### src/rtl/alu_nibble_sequencer_if.sv
// Request/response and slice-side signal bundle for alu_nibble_sequencer.
// slave  : the sequencer itself (takes requests, drives the ALU4Bit slice).
// master : the surrounding environment (controller plus the slice).
interface alu_nibble_sequencer_if #(
   parameter int WIDTH = 16
);
   logic             req_valid;
   logic             req_ready;
   logic [WIDTH-1:0] req_a;
   logic [WIDTH-1:0] req_b;
   logic [2:0]       req_op;
   logic             rsp_valid;
   logic             rsp_ready;
   logic [WIDTH-1:0] rsp_result;
   logic             rsp_cout;
   logic             rsp_zero;
   logic [3:0]       alu_a;
   logic [3:0]       alu_b;
   logic             alu_cin;
   logic             alu_less;
   logic [2:0]       alu_op;
   logic [3:0]       alu_result;
   logic             alu_cout;
   logic             alu_set;

   modport slave (
      input  req_valid, req_a, req_b, req_op, rsp_ready,
             alu_result, alu_cout, alu_set,
      output req_ready, rsp_valid, rsp_result, rsp_cout, rsp_zero,
             alu_a, alu_b, alu_cin, alu_less, alu_op
   );

   modport master (
      output req_valid, req_a, req_b, req_op, rsp_ready,
             alu_result, alu_cout, alu_set,
      input  req_ready, rsp_valid, rsp_result, rsp_cout, rsp_zero,
             alu_a, alu_b, alu_cin, alu_less, alu_op
   );
endinterface

### src/rtl/alu_nibble_sequencer.sv
// alu_nibble_sequencer: runs a WIDTH-bit ALU operation through one shared
// 4-bit ALU slice, one nibble per cycle LSB first, rippling the carry through
// a register between passes.
// Optional build macro SLT_OVF_FIX_EN: corrects the SLT sign for signed
// overflow; undefined, SLT reports the raw sign of A-B like the plain slice.
module alu_nibble_sequencer #(
   parameter int WIDTH = 16
) (
   input logic                  clk,
   input logic                  rst,
   alu_nibble_sequencer_if.slave bus
);
   localparam int N  = WIDTH / 4;
   localparam int IW = (N > 1) ? $clog2(N) : 1;

   localparam logic [2:0] OP_AND = 3'b000;
   localparam logic [2:0] OP_OR  = 3'b001;
   localparam logic [2:0] OP_ADD = 3'b010;
   localparam logic [2:0] OP_SUB = 3'b110;
   localparam logic [2:0] OP_SLT = 3'b111;

   typedef enum logic [1:0] {IDLE, RUN, DONE} state_t;

   state_t           state_q, state_d;
   logic [WIDTH-1:0] a_q, a_d;
   logic [WIDTH-1:0] b_q, b_d;
   logic [2:0]       op_q, op_d;
   logic [IW-1:0]    idx_q, idx_d;
   logic             carry_q, carry_d;
   logic [WIDTH-1:0] acc_q, acc_d;
   logic [WIDTH-1:0] res_q, res_d;
   logic             cout_q, cout_d;
   logic             zero_q, zero_d;
   logic             slt_s;

   // Bit offset of the nibble being processed this cycle.
   logic [IW+1:0]    nib_lsb;
   assign nib_lsb = {idx_q, 2'b00};

   // SLT decision bit taken from the top nibble's set output.
`ifdef SLT_OVF_FIX_EN
   logic ovf;
   assign ovf   = (a_q[WIDTH-1] != b_q[WIDTH-1]) & (bus.alu_set != a_q[WIDTH-1]);
   assign slt_s = bus.alu_set ^ ovf;
`else
   assign slt_s = bus.alu_set;
`endif

   assign bus.req_ready  = (state_q == IDLE);
   assign bus.rsp_valid  = (state_q == DONE);
   assign bus.rsp_result = res_q;
   assign bus.rsp_cout   = cout_q;
   assign bus.rsp_zero   = zero_q;

   // Slice drive: the current nibble pair in RUN, all zeros otherwise.
   always_comb begin
      bus.alu_a    = 4'h0;
      bus.alu_b    = 4'h0;
      bus.alu_cin  = 1'b0;
      bus.alu_less = 1'b0;
      bus.alu_op   = 3'b000;
      if (state_q == RUN) begin
         bus.alu_a   = a_q[nib_lsb +: 4];
         bus.alu_b   = b_q[nib_lsb +: 4];
         bus.alu_cin = carry_q;
         bus.alu_op  = op_q;
      end
   end

   // Next state: latch the request, accumulate nibbles, finalise on the last pass.
   always_comb begin
      state_d = state_q;
      a_d     = a_q;
      b_d     = b_q;
      op_d    = op_q;
      idx_d   = idx_q;
      carry_d = carry_q;
      acc_d   = acc_q;
      res_d   = res_q;
      cout_d  = cout_q;
      zero_d  = zero_q;
      case (state_q)
         IDLE: begin
            if (bus.req_valid) begin
               a_d     = bus.req_a;
               b_d     = bus.req_b;
               op_d    = bus.req_op;
               idx_d   = '0;
               // Subtract-type ops run as A + ~B + 1.
               carry_d = (bus.req_op == OP_SUB) || (bus.req_op == OP_SLT);
               state_d = RUN;
            end
         end
         RUN: begin
            acc_d[nib_lsb +: 4] = bus.alu_result;
            carry_d             = bus.alu_cout;
            if (idx_q == IW'(N - 1)) begin
               case (op_q)
                  OP_AND, OP_OR: begin
                     res_d  = acc_d;
                     cout_d = 1'b0;
                  end
                  OP_ADD, OP_SUB: begin
                     res_d  = acc_d;
                     cout_d = bus.alu_cout;
                  end
                  OP_SLT: begin
                     res_d  = {{(WIDTH-1){1'b0}}, slt_s};
                     cout_d = bus.alu_cout;
                  end
                  default: begin
                     // Illegal op: slice was still cycled, result is suppressed.
                     res_d  = '0;
                     cout_d = 1'b0;
                  end
               endcase
               zero_d  = (res_d == '0);
               state_d = DONE;
            end else begin
               idx_d = idx_q + IW'(1);
            end
         end
         DONE: begin
            if (bus.rsp_ready) begin
               state_d = IDLE;
            end
         end
         default: state_d = IDLE;
      endcase
   end

   // State register; reset abandons any operation in flight.
   always_ff @(posedge clk) begin
      if (rst) begin
         state_q <= IDLE;
         a_q     <= '0;
         b_q     <= '0;
         op_q    <= 3'b000;
         idx_q   <= '0;
         carry_q <= 1'b0;
         acc_q   <= '0;
         res_q   <= '0;
         cout_q  <= 1'b0;
         zero_q  <= 1'b0;
      end else begin
         state_q <= state_d;
         a_q     <= a_d;
         b_q     <= b_d;
         op_q    <= op_d;
         idx_q   <= idx_d;
         carry_q <= carry_d;
         acc_q   <= acc_d;
         res_q   <= res_d;
         cout_q  <= cout_d;
         zero_q  <= zero_d;
      end
   end
endmodule
### src/flat_wrapper.sv
// flat-port wrapper written by rule: the top's interface ports become plain ports
module alu_nibble_sequencer_flat 
#(
   parameter int WIDTH = 16
)
  (clk, rst, bus_req_valid, bus_req_a, bus_req_b, bus_req_op, bus_rsp_ready, bus_alu_result, bus_alu_cout, bus_alu_set, bus_req_ready, bus_rsp_valid, bus_rsp_result, bus_rsp_cout, bus_rsp_zero, bus_alu_a, bus_alu_b, bus_alu_cin, bus_alu_less, bus_alu_op);
  alu_nibble_sequencer_if #(.WIDTH(WIDTH)) bus_i ();
  input logic clk;
  input logic rst;
  input wire logic [$bits(bus_i.req_valid)-1:0] bus_req_valid;
  input wire logic [$bits(bus_i.req_a)-1:0] bus_req_a;
  input wire logic [$bits(bus_i.req_b)-1:0] bus_req_b;
  input wire logic [$bits(bus_i.req_op)-1:0] bus_req_op;
  input wire logic [$bits(bus_i.rsp_ready)-1:0] bus_rsp_ready;
  input wire logic [$bits(bus_i.alu_result)-1:0] bus_alu_result;
  input wire logic [$bits(bus_i.alu_cout)-1:0] bus_alu_cout;
  input wire logic [$bits(bus_i.alu_set)-1:0] bus_alu_set;
  output wire logic [$bits(bus_i.req_ready)-1:0] bus_req_ready;
  output wire logic [$bits(bus_i.rsp_valid)-1:0] bus_rsp_valid;
  output wire logic [$bits(bus_i.rsp_result)-1:0] bus_rsp_result;
  output wire logic [$bits(bus_i.rsp_cout)-1:0] bus_rsp_cout;
  output wire logic [$bits(bus_i.rsp_zero)-1:0] bus_rsp_zero;
  output wire logic [$bits(bus_i.alu_a)-1:0] bus_alu_a;
  output wire logic [$bits(bus_i.alu_b)-1:0] bus_alu_b;
  output wire logic [$bits(bus_i.alu_cin)-1:0] bus_alu_cin;
  output wire logic [$bits(bus_i.alu_less)-1:0] bus_alu_less;
  output wire logic [$bits(bus_i.alu_op)-1:0] bus_alu_op;
  assign bus_i.req_valid = bus_req_valid;
  assign bus_i.req_a = bus_req_a;
  assign bus_i.req_b = bus_req_b;
  assign bus_i.req_op = bus_req_op;
  assign bus_i.rsp_ready = bus_rsp_ready;
  assign bus_i.alu_result = bus_alu_result;
  assign bus_i.alu_cout = bus_alu_cout;
  assign bus_i.alu_set = bus_alu_set;
  assign bus_req_ready = bus_i.req_ready;
  assign bus_rsp_valid = bus_i.rsp_valid;
  assign bus_rsp_result = bus_i.rsp_result;
  assign bus_rsp_cout = bus_i.rsp_cout;
  assign bus_rsp_zero = bus_i.rsp_zero;
  assign bus_alu_a = bus_i.alu_a;
  assign bus_alu_b = bus_i.alu_b;
  assign bus_alu_cin = bus_i.alu_cin;
  assign bus_alu_less = bus_i.alu_less;
  assign bus_alu_op = bus_i.alu_op;
  alu_nibble_sequencer #(.WIDTH(WIDTH)) u_core (.clk(clk), .rst(rst), .bus(bus_i));
endmodule
### config.mk
export PLATFORM = sky130hd
export DESIGN_NAME = alu_nibble_sequencer_flat
export DESIGN_NICKNAME = d
export VERILOG_FILES = /design/src/rtl/alu_nibble_sequencer_if.sv /design/src/rtl/alu_nibble_sequencer.sv /design/src/flat_wrapper.sv
export SDC_FILE = /design/constraint.sdc
export NUM_CORES = 1
export LEC_CHECK = 0
export CAP_MARGIN = 20
export CORE_MARGIN = 3
export CORE_UTILIZATION = 52
export CTS_BUF_LIST = sky130_fd_sc_hd__clkbuf_4 sky130_fd_sc_hd__clkbuf_8
export CTS_CLUSTER_SIZE = 12
export DETAILED_ROUTE_END_ITERATION = 6
export PLACE_DENSITY = 0.93
export SLEW_MARGIN = 20
export SYNTH_ARGS = -nofsm -noshare
export SYNTH_HDL_FRONTEND = slang
export SYNTH_SLANG_ARGS = --single-unit
### constraint.sdc
create_clock -name clk -period 2.9 [get_ports clk]
set_clock_uncertainty 0.1 [all_clocks]
set_input_delay 0.29 -clock clk [delete_from_list [all_inputs] [get_ports clk]]
set_output_delay 0.29 -clock clk [all_outputs]
set_load 0.01 [all_outputs]
; After elaboration in Yosys (flattened, before gate mapping)
; Index checks and enable logic that the tools add are counted.
[classes]
add_sub_neg = 2
n_eq_ne = 13
shift = 4
n_mux = 18
reduce_logical = 12
[op_table]
columns = op, n
row1 = $mux 16, 2
row2 = $pmux 16 s2, 1
row3 = $shiftx 16x5->4, 2
row4 = $bwmux 16, 1
row5 = $logic_not 16->1, 1
row6 = $shift 4x6->16 const A, 1
row7 = $shiftx 4x6->16, 1
row8 = $eq 3x3->1 const B, 4
row9 = $mux 2, 5
row10 = $mux 4, 2
row11 = $ne 2x2->1 const B, 4
row12 = $neg 4->6, 1
row13 = $pmux 2 s3, 1
row14 = $reduce_and 2->1, 3
row15 = $reduce_and 3->1, 2
row16 = $eq 2x2->1 const B, 2
row17 = $pmux 2 s2, 1
row18 = $reduce_or 4->1, 1
row19 = $eq 3x1->1 const B, 1
row20 = $eq 3x2->1 const B, 1
row21 = $logic_not 3->1, 1
row22 = $mux 1, 3
row23 = $mux 3, 1
row24 = $reduce_or 3->1, 1
row25 = 6 further kinds, 6
[word_totals]
reg_bits = 74
output_inout_bits = 33
elab_cells = 59

; Longest topological paths before layout
[depth]
word_depth = 7
ltp_mapped = 10
mapped_depth_nobuf = 7

; Least setup slack after synthesis
; OpenSTA, ideal clock, no wires.
[synth_path]
path_kind = register -> register
start = reg u_core.idx_q[1]
end = reg u_core.zero_q (netlist: u_core.bus.rsp_zero)
setup_time_ns = 0.116
t_arrival_ns = 2.420
setup_slack_ns = 0.264
stages_incl_launch_ff = 10
n_path_buf = 2
synth_period_minus_slack_ns = 2.636
cell_sequence = dfxtp_1 -> clkbuf_1 -> inv_1 -> ha_1 -> or3b_1 -> buf_6 -> or3_1 -> a21oi_2 -> nor3_1 -> a41o_1
[synth_via]
elab_chain_cells = 7
word_cells_on_any_way = 10
[synth_rtl]
columns = element, line
row1 = start: declaration, alu_nibble_sequencer.sv:28  ; logic [IW-1:0] idx_q, idx_d;
row2 = start signal: assignment, alu_nibble_sequencer.sv:150  ; idx_q <= idx_d;
row3 = $neg 4->6, alu_nibble_sequencer.sv:95  ; acc_d[nib_lsb +: 4] = bus.alu_result;
row4 = $shiftx 4x6->16 or $shift 4x6->16 (tied branches), alu_nibble_sequencer.sv:95
row5 = $bwmux 16, alu_nibble_sequencer.sv:95
row6 = $pmux 16 s2, alu_nibble_sequencer.sv:98  ; case (op_q)
row7 = $mux 16, alu_nibble_sequencer.sv:97  ; if (idx_q == IW'(N - 1)) begin
row8 = $mux 16, alu_nibble_sequencer.sv:82  ; case (state_q)
row9 = $logic_not 16->1, alu_nibble_sequencer.sv:117  ; zero_d = (res_d == '0);
row10 = end signal: assignment, alu_nibble_sequencer.sv:155  ; zero_q <= zero_d;
row11 = end: declaration, alu_nibble_sequencer.sv:33  ; logic zero_q, zero_d;
; Parallel ways exist; a longest one is shown, timed or not. The select of a mux whose other input is x is not followed.
; A chain may end at the register's enable or synchronous reset.

; Worst setup path after layout
[layout_path]
start = reg u_core.idx_q[0]
end = out bus_alu_b[0]
[layout_via]
elab_chain_cells = 2
[layout_rtl]
columns = element, line
row1 = $shiftx 16x5->4, alu_nibble_sequencer.sv:64  ; bus.alu_b = b_q[nib_lsb +: 4];
row2 = $mux 4, alu_nibble_sequencer.sv:62  ; if (state_q == RUN) begin
row3 = end: declaration, flat_wrapper.sv:24  ; output wire logic [$bits(bus_i.alu_b)-1:0] bus_alu_b;
; Every way passes these cells.

==> impl_metrics.tcl <==
set metrics [dict create \
    outcome "complete, no violations" \
    num_antenna_cells 0 \
    ys_seq_area_share_pct 44.2 \
    setup_viol 0 \
    final-hold-violation-count 0 \
    critPathMaxFanout 19 \
    timing.critical_path.buf_inv 2 \
    p_int_mw 1.83 \
    cts_inserted_buffers 9 \
    cp-end-kind "output port" \
    syn_to_final_growth_pct 31.2 \
    synth_warnings 0 \
    viasPerCell 5.70 \
    max_slew.worst_pin.slew_ns 0.685 \
    fin_nets 515 \
    min-delay-start "rst" \
    ir_drop_mv 0.410 \
    seqPwrFrac_pct 45.3 \
    rsz0062_at_grt "false" \
    synthArstFlopShare_pct 0 \
    dp_hpwl_um 6000 \
    dieArea_mm2 0.00744 \
    grt_max_degree 37 \
    place_area_mm2 0.00414 \
    p_clk_share_pct 42.0 \
    yosysMostFrequentCell "nand2_1" \
    fin_crit_sh_pct 89.1 \
    grt_pass1_wl_um 14200 \
    ctsResizeCount 0 \
    regArea_mm2 0.00148 \
    crit_path_max_incr_delay_ns 0.53 \
    synth_commonest_cells "nand2_1 (88), dfxtp_1 (74), a21oi_1 (45), nor2_1 (45), clkbuf_1 (25)" \
    synthTopCellsByArea "dfxtp_1 (44%), nand2_1 (9.9%), a21oi_1 (6.7%), mux4_2 (5.4%), nor2_1 (5.0%)" \
    r2r-end "u_core.bus.rsp_zero$_SDFFE_PP0P_" \
    vias 3101 \
    synth_top_cell_area_share_pct 44.2 \
    min-delay-path-class "in -> reg" \
    cts_setup_buffers 0 \
    arrival_ns 2.19 \
    post-synth-top-area-cell "dfxtp_1" \
    multi_input_area_mm2 0.00170 \
    place_congestion 0.898 \
    core_mm2 0.00606 \
    p_total_mw 2.39 \
    syn_area_per_cell_um2 8.35 \
    comb_power_share_pct 12.8 \
    critPathKind "reg -> out" \
    crit_chain "buf_4 -> mux4_2 -> and2_1 -> clkdlybuf4s50_1" \
    power_leakage_nw 1.58 \
    worstSetupStartpointType "flop" \
    worstSkewPairLatency_ns 0.35 \
    r2r_slack_ns 0.52 \
    yosys_register_bits 74 \
    final_area_mm2 0.00439 \
    p_per_area_mw_per_mm2 544 \
    port_buffers 76 \
    path_clk_slew_ns 0.07 \
    slew_viol_final 0 \
    critical_path.slowest_cell "mux4_2" \
    ant_nets 0 \
    ioPinCount 78 \
    p_sw_mw 0.556 \
    cts_tree "done" \
    antenna_found_initial 0 \
    synth_edf_count 0 \
    postCtsHoldBufs 0 \
    mappedNetlistNets 452 \
    h-tree-depth 3 \
    die_x_um 86.2 \
    syn_inst 401 \
    dr.first_iter.drc_count 207 \
    grt.overflow.total 0 \
    drcViolationCount 0 \
    placementRows 28 \
    start_util_pct 55.2 \
    switching_share_pct 23.3 \
    clockBufferDepth 2 \
    path_delay_family "buffers and inverters" \
    timing.rr.start "u_core.idx_q[0]$_SDFFE_PP0P_" \
    max_freq_mhz 387 \
    fp.dieH_um 86.2 \
    dr.pass1.iters 5 \
    synth_area_mm2 0.00335 \
    finalSetupTns_ns 0 \
    grt_use_total_pct 24.0 \
    max_slew_margin_pct 54.3 \
    ys_dominant_reg_cell "dfxtp_1" \
    post-route-min-period_ns 2.58 \
    hold_end "u_core.idx_q[1]$_SDFFE_PP0P_" \
    rr_worst_depth 7 \
    cap_violations 0 \
    clockRootBuffer "clkbuf_8" \
    fill_cells 454 \
    drive_gt1_share_pct 9.17 \
    cts_sinks 74 \
    worstPathRequired_ns 2.51 \
    wl_per_cell_um 15.6 \
    hold_depth 2 \
    grt_pass1_vias 3119 \
    synth_cell_type_count 45 \
    wirelength_um 8480 \
]
-- metrics by stage --
step	std cells	hold slack [ns]	setup WS, ns	util [%]
final	544	0.267	0.317	72.5
after global placement	528	0.339	0.647	68.2
after CTS	544	0.261	0.318	72.5
after detailed placement	528	0.345	0.566	68.2
after floorplan	401	0.326	0.264	-
after global routing	544	0.292	0.256	72.5
-- layout make-up --
type / instances / area share (%)
multi-input combinational: 288 / 38.8
clock buffer: 12 / 3.62
clock inverter: 4 / 2.22
sequential: 74 / 33.7
inverter: 6 / 0.513
tap: 75 / 2.14
timing repair buffer: 85 / 19.0
-- layer usage --
layer	up-vias	global-route usage (%)	wire, um
met5	-	0	0
met4	0	10.8	166
met3	19	5.51	578
met2	147	40.9	4240
met1	1433	28.8	3490
li1	1502	-	-
-- power by group through the flow --
stage	Sequential [mW]	Clock [mW]	Combinational (mW)
global route	1.09	1.07	0.334
finish	1.08	1.00	0.305
CTS	1.08	1.01	0.304
detailed placement	1.10	0	0.301
floorplan	1.10	0	0.183
global placement	1.10	0	0.291
-- worst max-delay path by stage --
stage                                             endpoint                          from  depth (start not counted)
after detailed placement  u_core.bus.rsp_zero$_SDFFE_PP0P_  u_core.idx_q[0]$_SDFFE_PP0P_                          7
after global routing                          bus_alu_b[0]  u_core.idx_q[0]$_SDFFE_PP0P_                          4
after CTS                                     bus_alu_b[0]  u_core.idx_q[0]$_SDFFE_PP0P_                          4
after global placement    u_core.bus.rsp_zero$_SDFFE_PP0P_  u_core.idx_q[0]$_SDFFE_PP0P_                          7
final                                         bus_alu_b[0]  u_core.idx_q[0]$_SDFFE_PP0P_                          4
after floorplan           u_core.bus.rsp_zero$_SDFFE_PP0P_  u_core.idx_q[1]$_SDFFE_PP0P_                          9
-- cell families (layout without fill, tap and decap cells) --
| logic type | Yosys count | count (layout) | synth area share [%] |
|---|---|---|---|
| and+or+nand+nor | 177 | 177 | 23.3 |
| AOI/OAI and AO/OA | 95 | 95 | 19.4 |
| DFF | 74 | 74 | 44.2 |
| buffers and inverters | 39 | 107 | 4.97 |
| muxes | 9 | 9 | 5.72 |
| adders and majority gates | 6 | 6 | 2.24 |
| other | 1 | 1 | 0.112 |
-- worst reg2reg max path, delay by kind of cell, from the launching register on --
family	cells	cell delay (ns)
flip-flops	1	0.34
adder cells (fa/ha/maj)	1	0.34
AO/OA/AOI/OAI	3	0.79
AND/OR/NAND/NOR	2	0.61
buffers and inverters	1	0.09
-- registers in the layout, summed over array words and instances (netlist names), 2 cells and up --
register and count:
u_core.b_q 16, u_core.a_q 16, u_core.op_q 3, u_core.idx_q 2, u_core.acc_q 16, u_core.state_q 2, u_core.bus.rsp_result 16
-- cell usage in the layout, fill, tap and decap left out, types with 7 or more instances in the layout --
cell,count
a21oi_1,45
dfxtp_1,74
mux4_2,8
nor2b_1,7
a22oi_1,7
and2_1,13
nor2_1,45
clkdlybuf4s50_1,75
buf_4,8
clkbuf_8,11
a32oi_1,13
a211oi_1,8
nand2_1,88
Power figures use the tool's default switching activity.
